$ cat config.mk
export PLATFORM = sky130hd
export DESIGN_NAME = led_display_sequencer
export DESIGN_NICKNAME = d
export VERILOG_FILES = /design/src/rtl/nimslo_led_pkg.sv /design/src/rtl/led_rr_arbiter.sv /design/src/rtl/led_display_sequencer.sv
export SDC_FILE = /design/constraint.sdc
export NUM_CORES = 1
export LEC_CHECK = 0
export BUFFER_PORTS_ARGS = -buffer_cell sky130_fd_sc_hd__buf_2
export CAP_MARGIN = 20
export CORE_MARGIN = 4
export CORE_UTILIZATION = 51
export DETAILED_ROUTE_END_ITERATION = 12
export PLACE_DENSITY = 0.78
export RECOVER_POWER = 100
export SYNTH_ARGS = -nofsm -noshare
export SYNTH_HDL_FRONTEND = slang
export SYNTH_SLANG_ARGS = --single-unit
$ cat constraint.sdc
create_clock -name clk -period 1.9 [get_ports clk]
set_input_delay 0.095 -clock clk [delete_from_list [all_inputs] [get_ports clk]]
set_output_delay 0.095 -clock clk [all_outputs]
set_load 0.03 [all_outputs]
$ cat src/rtl/nimslo_led_pkg.sv
// nimslo_led_pkg: shared state encoding, widths and constants for the LED display sequencer.
package nimslo_led_pkg;
   typedef enum logic {ST_IDLE, ST_HOLD} state_e;
   localparam int LED_W = 8;
   localparam int REQ_0 = 0;
   localparam int REQ_1 = 1;
   localparam logic [LED_W-1:0] CHASE_RESET = 8'h01;
endpackage

$ cat src/rtl/led_rr_arbiter.sv
// led_rr_arbiter: 2-way round-robin arbiter; a lone valid port wins, on contention the port not granted last wins.
module led_rr_arbiter
   import nimslo_led_pkg::*;
(
   input  logic [1:0] valid,
   input  logic       last_grant,
   input  logic       enable,
   output logic [1:0] gnt
);
   always_comb begin
      gnt[REQ_0] = enable && valid[REQ_0] && (!valid[REQ_1] || last_grant);
      gnt[REQ_1] = enable && valid[REQ_1] && (!valid[REQ_0] || !last_grant);
   end
endmodule

$ cat src/rtl/led_display_sequencer.sv
// led_display_sequencer: shares the LED bus between two requesters, holds each granted word, runs a chaser when idle.
// Define LED_BLINK_EN to blink the held word with period set by BLINK_CYCLES.
module led_display_sequencer
   import nimslo_led_pkg::*;
#(
   parameter int HOLD_CYCLES = 50_000_000,
   parameter int STEP_CYCLES = 5_000_000,
   parameter int CNT_W = 26
`ifdef LED_BLINK_EN
   ,
   parameter int BLINK_CYCLES = 12_500_000
`endif
)(
   input  logic             clk,
   input  logic             rst,
   input  logic             req0_valid,
   input  logic [LED_W-1:0] req0_data,
   output logic             req0_ready,
   input  logic             req1_valid,
   input  logic [LED_W-1:0] req1_data,
   output logic             req1_ready,
   output logic [LED_W-1:0] led_data,
   output logic [1:0]       grant,
   output logic             busy
);
   localparam logic [CNT_W-1:0] HOLD_LAST = CNT_W'(HOLD_CYCLES - 1);
   localparam logic [CNT_W-1:0] STEP_LAST = CNT_W'(STEP_CYCLES - 1);
   state_e state, state_nx;
   logic [CNT_W-1:0] cnt, cnt_nx;
   logic [LED_W-1:0] chase, chase_nx, word, word_nx, win_data;
   logic [1:0] gnt, grant_nx;
   logic last, last_nx, busy_nx;
   led_rr_arbiter u_arb (
      .valid      ({req1_valid, req0_valid}),
      .last_grant (last),
      .enable     (rst && state == ST_IDLE),
      .gnt        (gnt)
   );
   assign req0_ready = gnt[REQ_0];
   assign req1_ready = gnt[REQ_1];
   assign win_data = gnt[REQ_1] ? req1_data : req0_data;
   always_comb begin
      state_nx = state;
      cnt_nx   = cnt + 1'b1;
      chase_nx = chase;
      word_nx  = word;
      grant_nx = grant;
      last_nx  = last;
      busy_nx  = busy;
      if (state == ST_IDLE) begin
         if (|gnt) begin
            state_nx = ST_HOLD;
            cnt_nx   = '0;
            word_nx  = win_data;
            grant_nx = gnt;
            last_nx  = gnt[REQ_1];
            busy_nx  = 1'b1;
         end else begin
            word_nx = chase;
            if (cnt == STEP_LAST) begin
               cnt_nx   = '0;
               chase_nx = {chase[LED_W-2:0], chase[LED_W-1]};
            end
         end
      end else if (cnt == HOLD_LAST) begin
         state_nx = ST_IDLE;
         cnt_nx   = '0;
         grant_nx = '0;
         busy_nx  = 1'b0;
      end
   end
   always_ff @(posedge clk or negedge rst) begin
      if (!rst) begin
         state <= ST_IDLE;
         cnt   <= '0;
         chase <= CHASE_RESET;
         word  <= '0;
         grant <= '0;
         last  <= 1'b1;
         busy  <= 1'b0;
      end else begin
         state <= state_nx;
         cnt   <= cnt_nx;
         chase <= chase_nx;
         word  <= word_nx;
         grant <= grant_nx;
         last  <= last_nx;
         busy  <= busy_nx;
      end
   end
`ifdef LED_BLINK_EN
   localparam int BLK_W = $clog2(BLINK_CYCLES + 1);
   localparam logic [BLK_W-1:0] BLINK_LAST = BLK_W'(BLINK_CYCLES - 1);
   logic [BLK_W-1:0] bcnt;
   logic phase;
   // Blink only while staying in HOLD; any transfer or exit restarts with the word visible.
   always_ff @(posedge clk or negedge rst) begin
      if (!rst) begin
         bcnt  <= '0;
         phase <= 1'b0;
      end else if (state == ST_HOLD && state_nx == ST_HOLD) begin
         bcnt  <= (bcnt == BLINK_LAST) ? '0 : bcnt + 1'b1;
         phase <= (bcnt == BLINK_LAST) ? !phase : phase;
      end else begin
         bcnt  <= '0;
         phase <= 1'b0;
      end
   end
   assign led_data = phase ? '0 : word;
`else
   assign led_data = word;
`endif
endmodule

==> results.json <==
{
  "path_buf_inv": 1,
  "finalWorstSetupSlack_ns": -0.0325,
  "vias_per_cell": 6.34,
  "drive_above_1_share_pct": 38.2,
  "worst_path_most_repeated_cell": "or4_4",
  "pre_cts_ws_ns": -0.149,
  "grt_pass1_vias": 2307,
  "gp_congestion": 0.854,
  "antenna_found_initial": 1,
  "io_buffer_count": 32,
  "postRouteAntennaNets": 0,
  "grt_pass1_wl_um": 11500,
  "htree_levels": 2,
  "tightest_slew_ns": 0.594,
  "syn_avg_cell_area_sq_um": 10.1,
  "max_cap_viol_count": 0,
  "hold_viol_final": 0,
  "violations": "negative setup slack",
  "clock-sinks": 47,
  "dr.pass1.iters": 6,
  "clockRootBuffer": "clkbuf_8",
  "cp_cell_sequence": "buf_4 -> nand4_1 -> or4_4 -> or4_4 -> a22oi_2",
  "rsz0062_at_grt": "yes",
  "power_density_nw_per_um2": 537,
  "drv_slew": 0,
  "hold_ws_ns": 0.0110,
  "syn-cell-area_sq_um": 2450,
  "async_flop_share_pct": 100,
  "drc": 0,
  "vdd_ir_drop_max_v": 0.000642,
  "cts_buffers": 5,
  "dieWidth_um": 77.3,
  "cellLeakagePower_nw": 1.53,
  "arrival_ns": 2.17,
  "cp-end-kind": "register",
  "r2r-end": "cnt[25]$_DFF_PN0_",
  "vias": 2477,
  "yosys_warnings": 0,
  "final_util_pct": 77.1,
  "synthCells": 244,
  "ys_ff_latch": 47,
  "yosysSeqAreaShare_pct": 48.1,
  "finalCritPeriodShare_pct": 102,
  "setup_violations": 3,
  "grt_usage_pct": 24.2,
  "status": "finished, violations left",
  "maxSlewHeadroom_pct": 60.4,
  "crit_required_ns": 2.14,
  "ios": 33,
  "path_class": "register to register",
  "cts_tree": "done",
  "ff2ff_path_depth": 5,
  "die_area_sq_um": 5980,
  "slowest_stage": "or4_4",
  "critPathMaxFanout": 5,
  "dp_cells": 361,
  "ys_types": 43,
  "drt_wl_total_um": 7920,
  "initial_core_util_pct": 54.4,
  "cts.clk_slew.worst_paths_ns": 0.10,
  "ys.flop_type": "dfrtp_1",
  "timing.fmax_mhz": 517,
  "drtIter0Drc": 223,
  "critPathLaunch": "cnt[0]$_DFF_PN0_",
  "grt_max_degree": 48,
  "die_y_um": 77.3,
  "finalNonFillerCells": 391,
  "routedWlPerCell_um": 20.3,
  "cp.depth": 5,
  "critical-path-top-delay-family": "simple AND/OR/NAND/NOR gates",
  "dp_hpwl_um": 4630,
  "grt_overflow_total": 0,
  "clock_latency_ns": 0.32,
  "layout.nets": 359,
  "endpoint": "cnt[25]$_DFF_PN0_",
  "areaGrowthSynthToFinish_pct": 41.6,
  "synth_fp_nets": 266,
  "clockBufferDepth": 2,
  "placementRows": 24,
  "synth_edf_count": 0,
  "reg2reg_from": "cnt[0]$_DFF_PN0_",
  "fin_skew_ns": 0.0118,
  "rrSetupSlack_ns": -0.03,
  "cp-start-kind": "register",
  "slowest_delay_ns": 0.51,
  "nFillCells": 289,
  "period_needed_ns": 1.93,
  "coreArea_sq_um": 4500,
  "hp-class": "primary input to register"
}
-- worst reg2reg max path: stages (launching register included) --
cell     delay (ns)
dfrtp_1        0.36
buf_4          0.13
nand4_1        0.21
or4_4          0.51
or4_4          0.49
a22oi_2        0.14
-- cells in the mapped netlist, drive strengths merged (3+ instances only) --
cell	count	share of area, %
nand4	7	2.9
xor2	6	2.1
a22oi	7	2.3
nor4	8	2.7
and4	3	1.1
o21ai	17	3.5
nor2	7	1.1
or4	5	1.8
dfrtp	45	46
nand3	11	2.2
and2	3	0.77
mux2	8	3.7
inv	7	1.1
a221o	8	3.3
xnor2	9	3.2
and3	4	1.0
o31ai	3	0.92
nand2	27	4.1
clkbuf	9	1.4
or3	7	1.8
a21oi	21	4.3
-- sequential cells by signal, indices dropped and copies added, names as in the netlist --
signal and cells:
busy 1, chase 8, last 1, grant 2
led_data 8, state 1, cnt 26
-- placed cells by master (no fill, tap or decap), types with 3 or more instances in the layout --
cell	count
a22oi_1	5
nor2_1	7
o31ai_1	3
nand4_1	4
xnor2_1	9
xor2_1	6
and4_1	3
dfrtp_1	36
dfrtp_2	9
or3_1	6
nand3_2	3
a21oi_1	20
and2_1	3
and3_1	3
or4_4	3
buf_2	19
o21ai_0	16
clkbuf_1	14
nand3_1	7
clkbuf_8	5
buf_4	41
nor4_1	4
dlygate4sd3_1	9
buf_6	10
mux2_2	7
nand2_1	26
a221o_1	8
inv_1	7
-- logic make-up (layout without fill, tap and decap cells) --
kind of cell	after synthesis	in the layout	share of synthesized area (%)
AND/OR/NAND/NOR	91	91	22.3
XOR/XNOR	15	15	5.36
adder cells (fa/ha/maj)	2	2	1.02
other	0	1	0
multiplexers	8	8	3.67
AO/OA/AOI/OAI	63	63	16.7
flip-flops	47	47	48.1
buffers and inverters	18	112	2.86
-- per-layer routing --
layer | track usage (%) | vias up | part of all wire, %
li1 | - | 1100 | -
met1 | 32.3 | 1231 | 40
met2 | 39.1 | 121 | 51
met3 | 5.09 | 25 | 6.5
met4 | 8.54 | 0 | 2.8
met5 | 0 | - | 0
-- power by group --
| group | switching, mW | internal [mW] | total, mW |
|---|---|---|---|
| Combinational | 0.0465 | 0.0307 | 0.0772 |
| Sequential | 0.00274 | 1.00 | 1.01 |
| Clock | 0.380 | 0.399 | 0.779 |
| Total | 0.429 | 1.43 | 1.86 |
-- per-stage QoR --
stage	power, mW	TNS, ns	cell area, sq um
floorplan	1.04	0	2450
global placement	1.09	-0.789	3000
detailed placement	1.09	-1.41	3000
CTS	1.87	0	3230
global route	1.92	-0.618	3470
finish	1.86	-0.0561	3470
-- worst min-delay path by stage --
stage               depth (start not counted)                      end  slack, ns          from
floorplan                                   0         busy$_DFFE_PN0P_      -0.20           rst
global placement                            1         last$_DFFE_PN1P_       0.09           rst
detailed placement                          1         last$_DFFE_PN1P_       0.09           rst
CTS                                         2  led_data[3]$_DFFE_PN0N_      0.009  req0_data[3]
global route                                2  led_data[4]$_DFFE_PN0N_       0.01  req0_data[4]
finish                                      2  led_data[4]$_DFFE_PN0N_       0.01  req0_data[4]
-- cell type report --
cell class	count	area (sq um)	area share (%)
Sequential cell	47	1190	34.3
Antenna cell	1	2.50	0.0721
Clock buffer	5	68.8	1.98
Clock inverter	3	47.5	1.37
Inverter	7	26.3	0.757
Multi-Input combinational cell	179	1340	38.6
Timing Repair Buffer	97	731	21.0
Tap cell	52	65.1	1.87
-- timing repair --
action,CTS,global route
setup buffers,0,10
resized for setup,6,40
endpoints found under the hold margin,50,0
endpoints found under the setup margin,28,33
gates cloned,0,2
pin swaps,2,15
hold buffers,9,0
Power figures use the tool's default switching activity.
